--- config.mk ---
export PLATFORM = sky130hd
export DESIGN_NAME = seven_segment_scanner
export DESIGN_NICKNAME = d
export VERILOG_FILES = /design/src/rtl/seven_segment_scanner.sv
export SDC_FILE = /design/constraint.sdc
export NUM_CORES = 1
export LEC_CHECK = 0
export CORE_MARGIN = 3
export CORE_UTILIZATION = 50
export DETAILED_ROUTE_END_ITERATION = 16
export GPL_TIMING_DRIVEN = 0
export PLACE_DENSITY_LB_ADDON = 0.15
export SYNTH_ARGS = -nofsm -noshare
export SYNTH_HDL_FRONTEND = slang
export SYNTH_SLANG_ARGS = --single-unit
--- constraint.sdc ---
create_clock -name clk -period 4.12 [get_ports clk]
set_input_delay 0.618 -clock clk [delete_from_list [all_inputs] [get_ports clk]]
set_output_delay 0.618 -clock clk [all_outputs]
set_load 0.1 [all_outputs]
--- src/rtl/seven_segment_scanner.sv ---
// Time-multiplexed hex driver for a NUM_DIGITS seven-segment display.
// It latches value/dp/blink on load, scans one digit per SCAN_DIV-cycle slot and drives registered pins.
module seven_segment_scanner #(
  parameter int NUM_DIGITS     = 4,
  parameter int SCAN_DIV       = 4,
  parameter int BLINK_FRAMES   = 8,
  parameter int SEG_ACTIVE_LOW = 0,
  parameter int DIG_ACTIVE_LOW = 1
) (
  input  logic                    clk,
  input  logic                    rst_n,
  input  logic                    load,
  input  logic [4*NUM_DIGITS-1:0] value_in,
  input  logic [NUM_DIGITS-1:0]   dp_in,
  input  logic [NUM_DIGITS-1:0]   blink_mask,
  input  logic                    blank_lz,
  output logic                    a,
  output logic                    b,
  output logic                    c,
  output logic                    d,
  output logic                    e,
  output logic                    f,
  output logic                    g,
  output logic                    dp,
  output logic [NUM_DIGITS-1:0]   di,
  output logic                    frame_tick
);

  localparam int IW = (NUM_DIGITS > 1) ? $clog2(NUM_DIGITS) : 1;
  localparam int DW = (SCAN_DIV > 1) ? $clog2(SCAN_DIV) : 1;
  localparam int FW = (BLINK_FRAMES > 1) ? $clog2(BLINK_FRAMES) : 1;

  localparam logic [IW-1:0] IDX_LAST   = IW'(NUM_DIGITS - 1);
  localparam logic [DW-1:0] DIV_LAST   = DW'(SCAN_DIV - 1);
  localparam logic [FW-1:0] FRAME_LAST = FW'(BLINK_FRAMES - 1);

  // Inactive pin levels; XOR with these applies polarity as the very last step.
  localparam logic SEG_OFF = (SEG_ACTIVE_LOW != 0) ? 1'b1 : 1'b0;
  localparam logic DIG_OFF = (DIG_ACTIVE_LOW != 0) ? 1'b1 : 1'b0;

  logic [DW-1:0]           div_cnt;
  logic [IW-1:0]           idx;
  logic [FW-1:0]           frame_cnt;
  logic                    blink_phase;
  logic [4*NUM_DIGITS-1:0] shadow_val;
  logic [NUM_DIGITS-1:0]   shadow_dp;
  logic [NUM_DIGITS-1:0]   shadow_blink;

  logic                    div_wrap;
  logic                    idx_wrap;
  logic [3:0]              cur_nib;
  logic                    cur_dp;
  logic                    cur_blink;
  logic                    upper_zero;
  logic                    blank_digit;
  logic                    blink_off;
  logic [6:0]              seg_next;
  logic                    dp_next;
  logic [NUM_DIGITS-1:0]   di_next;

  function automatic logic [6:0] decode(input logic [3:0] nib);
    logic [6:0] seg;
    case (nib)
      4'h0: seg = 7'b1111110;
      4'h1: seg = 7'b0110000;
      4'h2: seg = 7'b1101101;
      4'h3: seg = 7'b1111001;
      4'h4: seg = 7'b0110011;
      4'h5: seg = 7'b1011011;
      4'h6: seg = 7'b1011111;
      4'h7: seg = 7'b1110000;
      4'h8: seg = 7'b1111111;
      4'h9: seg = 7'b1111011;
      4'hA: seg = 7'b1110111;
      4'hB: seg = 7'b0011111;
      4'hC: seg = 7'b1001110;
      4'hD: seg = 7'b0111101;
      4'hE: seg = 7'b1001111;
      default: seg = 7'b1000111;
    endcase
    return seg;
  endfunction

  assign div_wrap = (div_cnt == DIV_LAST);
  assign idx_wrap = div_wrap && (idx == IDX_LAST);

  // upper_zero: the selected digit and every higher-index digit hold zero.
  always_comb begin
    cur_nib    = 4'h0;
    cur_dp     = 1'b0;
    cur_blink  = 1'b0;
    upper_zero = 1'b1;
    di_next    = '0;
    for (int i = 0; i < NUM_DIGITS; i++) begin
      if (idx == IW'(i)) begin
        cur_nib    = shadow_val[4*i +: 4];
        cur_dp     = shadow_dp[i];
        cur_blink  = shadow_blink[i];
        di_next[i] = 1'b1;
      end
      if ((IW'(i) >= idx) && (shadow_val[4*i +: 4] != 4'h0)) upper_zero = 1'b0;
    end
    blank_digit = blank_lz && (idx != '0) && upper_zero;
    blink_off   = blink_phase && cur_blink;
    seg_next    = (blank_digit || blink_off) ? 7'b0000000 : decode(cur_nib);
    dp_next     = cur_dp && !blink_off;
    if (blink_off) di_next = '0;
  end

  always_ff @(posedge clk or negedge rst_n) begin
    if (!rst_n) begin
      div_cnt     <= '0;
      idx         <= '0;
      frame_cnt   <= '0;
      blink_phase <= 1'b0;
    end else begin
      if (div_wrap) begin
        div_cnt <= '0;
        idx     <= (idx == IDX_LAST) ? '0 : idx + IW'(1);
      end else begin
        div_cnt <= div_cnt + DW'(1);
      end
      if (idx_wrap) begin
        if (frame_cnt == FRAME_LAST) begin
          frame_cnt   <= '0;
          blink_phase <= ~blink_phase;
        end else begin
          frame_cnt <= frame_cnt + FW'(1);
        end
      end
    end
  end

  // load is a plain strobe with no back-pressure: it is sampled every edge and never disturbs the scan.
  always_ff @(posedge clk or negedge rst_n) begin
    if (!rst_n) begin
      shadow_val   <= '0;
      shadow_dp    <= '0;
      shadow_blink <= '0;
    end else if (load) begin
      shadow_val   <= value_in;
      shadow_dp    <= dp_in;
      shadow_blink <= blink_mask;
    end
  end

  always_ff @(posedge clk or negedge rst_n) begin
    if (!rst_n) begin
      {a, b, c, d, e, f, g} <= {7{SEG_OFF}};
      dp                    <= SEG_OFF;
      di                    <= {NUM_DIGITS{DIG_OFF}};
      frame_tick            <= 1'b0;
    end else begin
      {a, b, c, d, e, f, g} <= seg_next ^ {7{SEG_OFF}};
      dp                    <= dp_next ^ SEG_OFF;
      di                    <= di_next ^ {NUM_DIGITS{DIG_OFF}};
      frame_tick            <= idx_wrap;
    end
  end

endmodule

After elaboration in Yosys (flattened, before gate mapping)
Memories as Yosys holds them, arrays and structs flattened.
Cells that the tools add are included.
{ "totals": {"word_cells": 75, "inputBits": 28, "rom_bits": 112, "register_bits": 45, "mem_count": 1, "output_inout_bits": 13} }
{ "mem_list": {"columns": ["memory", "depth", "width", "read_ports", "rd_ports_with_merged_regs", "wr", "line_no", "rtl"], "rows": [
  ["(no name shown)", 16, 7, 1, 0, 0, "63", "case (nib)"]
]} }
{ "op_classes": {"mux": 25, "n_reduce_logical": 18, "eq_ne": 5, "magnitude_cmp": 4, "addsub": 3, "bitwise_logic": 2} }
{ "op_table": {"columns": ["cell", "count"], "rows": [
  ["$mux 4", 5],
  ["$mux 1", 16],
  ["$reduce_bool 4->1", 4],
  ["$logic_and 1x1->1", 9],
  ["$mux 7", 1],
  ["$eq 2x2->1 const B", 3],
  ["$add 2x1->2 const B", 2],
  ["$ge 1x2->1 const A", 2],
  ["$ge 2x2->1 const A", 2],
  ["$mux 2", 2],
  ["$not 4->4", 1],
  ["$add 3x1->3 const B", 1],
  ["$eq 3x3->1 const B", 1],
  ["$mux 3", 1],
  ["$eq 2x1->1 const B", 1],
  ["$logic_not 2->1", 1],
  ["$reduce_and 2->1", 1],
  ["$reduce_bool 2->1", 1],
  ["$logic_not 1->1", 1],
  ["$logic_or 1x1->1", 1],
  ["$not 1->1", 1]
]} }

Depth between registers and ports, before layout
{ "logic_depth": {"word_depth": 9, "ltp_mapped": 11, "ltp_nobuf": 11} }

Worst setup path before layout
Ideal clock, no wire load.
{ "synth_timing": {"kind": "reg-to-reg", "startpoint": "register idx[1]", "endpoint": "register e", "path_buffers": 1, "setup_ns": 0.067, "period_less_slack_ns": 2.161, "arrival_time_ns": 2.094, "slack_ns": 1.959, "path_stages_with_launch": 12, "required_ns": 4.053, "path_cell_list": "dfrtp_1 > inv_1 > ha_1 > buf_4 > nand3b_1 > a31oi_1 > inv_1 > ha_1 > inv_1 > nor2_1 > a21oi_1 > o221a_1"} }
{ "synth_via": {"elab_chain_len": 9, "elab_cells_between_ends": 31, "cone_classes": "4 x order compare; 3 x eq/ne; 13 x mux; 10 x reduce/logical; 1 x memory"} }
{ "synth_lines": {"columns": ["element", "line_no", "rtl"], "rows": [
  ["from (decl)", "42", "logic [IW-1:0] idx;"],
  ["from (signal assigned)", "119", "idx <= (idx == IDX_LAST) ? '0 : idx + IW'(1);"],
  ["parallel branches: the longest is 8 deep, another holds $mem_v2 16x7", null, null],
  ["$mux 7 *", "105", "seg_next = (blank_digit || blink_off) ? 7'b0000000 : decode(cur_nib);"],
  ["via seg_next[2]", "57", "logic [6:0] seg_next;"],
  ["to (signal assigned)", "149", "{a, b, c, d, e, f, g} <= {7{SEG_OFF}};"],
  ["to (signal assigned)", "154", "{a, b, c, d, e, f, g} <= seg_next ^ {7{SEG_OFF}};"],
  ["to (decl)", "21", "output logic e,"]
]} }
Mark *: on every way through the listed nets, which the timed path passes.
A chain may end at the register's enable or synchronous reset.

Worst setup path in the final report
{ "layout_timing": {"startpoint": "register di[2]", "endpoint": "output di[2]"} }
{ "layout_lines": {"columns": ["element", "line_no", "rtl"], "rows": [
  ["from (decl)", "25", "output logic [NUM_DIGITS-1:0] di,"],
  ["from (signal assigned)", "151", "di <= {NUM_DIGITS{DIG_OFF}};"],
  ["from (signal assigned)", "156", "di <= di_next ^ {NUM_DIGITS{DIG_OFF}};"]
]} }
No word-level cell between the ends.

==> results.toml <==
[outcome]
status = "completed"

[setup_path]
endpoint_kind = "output pin"
critPathMaxFanout = 1
critical_path.cell_chain = "clkdlybuf4s50_1"
cp_top_family = "buffers and inverters"
critical_path_buf_inv_count = 1
crit_arrival_ns = 1.93
slowest_delay_ns = 1.12
worstPathRequired_ns = 3.50
startpoint = "di[2]"
slowest_stage = "clkdlybuf4s50_1"
critPathLaunchType = "register"
path_class = "register to output pin"
reg2reg_from = "idx[1]"

[worst_hold_path]
hold_path_class = "primary input to async pin"

[power]
total_power_w = 0.00104
leakagePower_nw = 1.16
powerDensity_nw_per_um2 = 379
vdd_drop_max_mv = 0.231

[timing]
slew_headroom_pct = 35.2
post-route-period-util_pct = 61.9
finalSetupViolCount = 0
worst_slew_pin_slew_ns = 0.968
period_needed_ns = 2.55
finClkSkew_ns = 0.00764
hold_violations = 0
slew_violations = 0
rsz0062_at_grt = "false"
fmax_mhz = 392
fin_setup_tns_ns = 0

[drt]
wl_um = 4200
drc_errors = 0
viasPerCell = 5.47
ant_nets = 0
wl_per_cell_um = 15.4
firstDrtPassIters = 5
num_vias = 1487
drtIter0Drc = 88

[final_layout]
n_antenna_cell = 0
drive_gt1_share_pct = 22.5
area_delta_synth_final_pct = 26.6
final_common_cell = "dfrtp_1"
final_cell_mix = "dfrtp_1 (41), clkdlybuf4s50_1 (38), mux2_2 (26), ha_1 (14), nand2_1 (10)"
final_nets = 263

[grt]
grt-ovfl-total = 0
antenna_found_initial = 0
grt_pass1_vias = 1528
grt_pass1_wl_um = 7220
grt_usage_pct = 18.2
grt_max_degree = 25

[synthesis]
synth_area_leader_cell = "dfrtp_1"
synth_nets = 216
yosys_most_used_dff = "dfrtp_1"
avgSynthCellArea_um2 = 12.5
yosys.area.top_type_share_pct = 47.3
synth-warning-count = 0
syn_area_um2 = 2170
synthArstFlopShare_pct = 100
synth_edf_count = 0
ys_types = 42
synthCells = 174
netlist_top_cells_area = "dfrtp_1 (47%), mux2_2 (13%), ha_1 (8.1%)"
synth-seq-area-share_pct = 52.1
ys_ff_latch = 45

[cts]
post_cts.repair.setup_buffers = 0
clock_latency_ns = 0.29
clk_pin_slew_ns = 0.08
cts.repair.resized = 0
clockRootBuffer = "clkbuf_8"
cts_sinks = 45
holdBufCountCts = 0
cts_made_buffers = 5
clk_path_buf_depth = 2
htreeDepth = 2
cts_tree = "yes"

[floorplanning]
fp.coreArea_um2 = 4090
die_w_um = 71.9
row_count = 23
fp.dieH_um = 71.9
dieArea_um2 = 5170
initial_utilization_pct = 53.1
io_pins = 41

[placement]
gp_congestion = 0.883
hpwl_um = 3290
port_buffers = 39

[run]
cap_violations = 0
through the flow:
stage	hold slack, ns	util (%)	worst slack (ns)	instances	instance area (um2)
after floorplan	0.322	-	1.96	174	2170
after global placement	0.413	64.2	1.38	263	2620
after detailed placement	0.432	64.7	1.62	264	2650
after CTS	0.320	67.2	1.56	272	2750
after global routing	0.343	67.2	1.36	272	2750
final	0.310	67.2	1.57	272	2750
cell type report:
cell class | instances | area, um2
flip-flops and latches | 45 | 1130
plain buffers | 7 | 46.3
fillers | 297 | 1340
well taps | 50 | 62.6
repair buffers | 40 | 413
clock inverters | 1 | 5.00
inverters | 7 | 26.3
multi-input cells | 115 | 966
clock buffers | 7 | 96.3
kinds of logic (layout without fill, tap and decap cells):
kind of cell | count (synthesis) | after routing | share of synthesized area (%)
and+or+nand+nor | 44 | 44 | 11.1
buffers and inverters | 14 | 62 | 3.34
adders and majority gates | 14 | 14 | 8.07
xor gates and xnor gates | 2 | 2 | 0.808
muxes | 28 | 28 | 14.4
DFF | 45 | 45 | 52.1
AOI/OAI and AO/OA | 27 | 27 | 10.1
power by group:
group	switching, W	internal [W]
combinational	0.000160	0.0000963
sequential	0.0000226	0.000478
clock	0.000132	0.000151
total	0.000314	0.000726
per-layer routing:
layer | global-route usage (%) | routed length, um | vias up
li1 | - | - | 723
met1 | 23.5 | 1880 | 714
met2 | 30.5 | 2050 | 45
met3 | 4.63 | 234 | 5
met4 | 5.01 | 39 | 0
met5 | 0 | 0 | -
Yosys cell counts (all sizes together), types with 3 or more instances:
master	number
o22ai	3
nor3	3
nor2b	6
nor2	8
dfrtp	41
a221oi	4
clkbuf	3
nand2	11
dfstp	4
nor4	3
o21ai	4
nand2b	3
nand3b	4
mux2	26
inv	7
a21oi	3
ha	14
buf	4
flip-flops by register name, indices dropped and copies added (netlist names), 2 cells and up:
register,flops
shadow_dp,4
di,4
shadow_val,16
frame_cnt,3
idx,2
div_cnt,2
shadow_blink,4
worst reg2reg max path: cells and delay by family, from the launching register on:
family / cells / cell delay [ns]
DFF: 1 / 0.42
adders and majority gates: 2 / 0.48
AOI/OAI and AO/OA: 4 / 0.84
buffers and inverters: 3 / 0.49
and+or+nand+nor: 2 / 0.25
worst paths after layout:
kind | cells past startpoint | end | slack [ns]
max | 1 | di[2] | 1.57
min | 1 | shadow_val[10] | 0.31
max reg2reg | 11 | e | 1.57
min reg2reg | 1 | div_cnt[0] | 0.44
max in group asynchronous | 2 | idx[0] | 3.32
min in group clk | 1 | div_cnt[0] | 0.44
(Power assumes the default switching activity.)
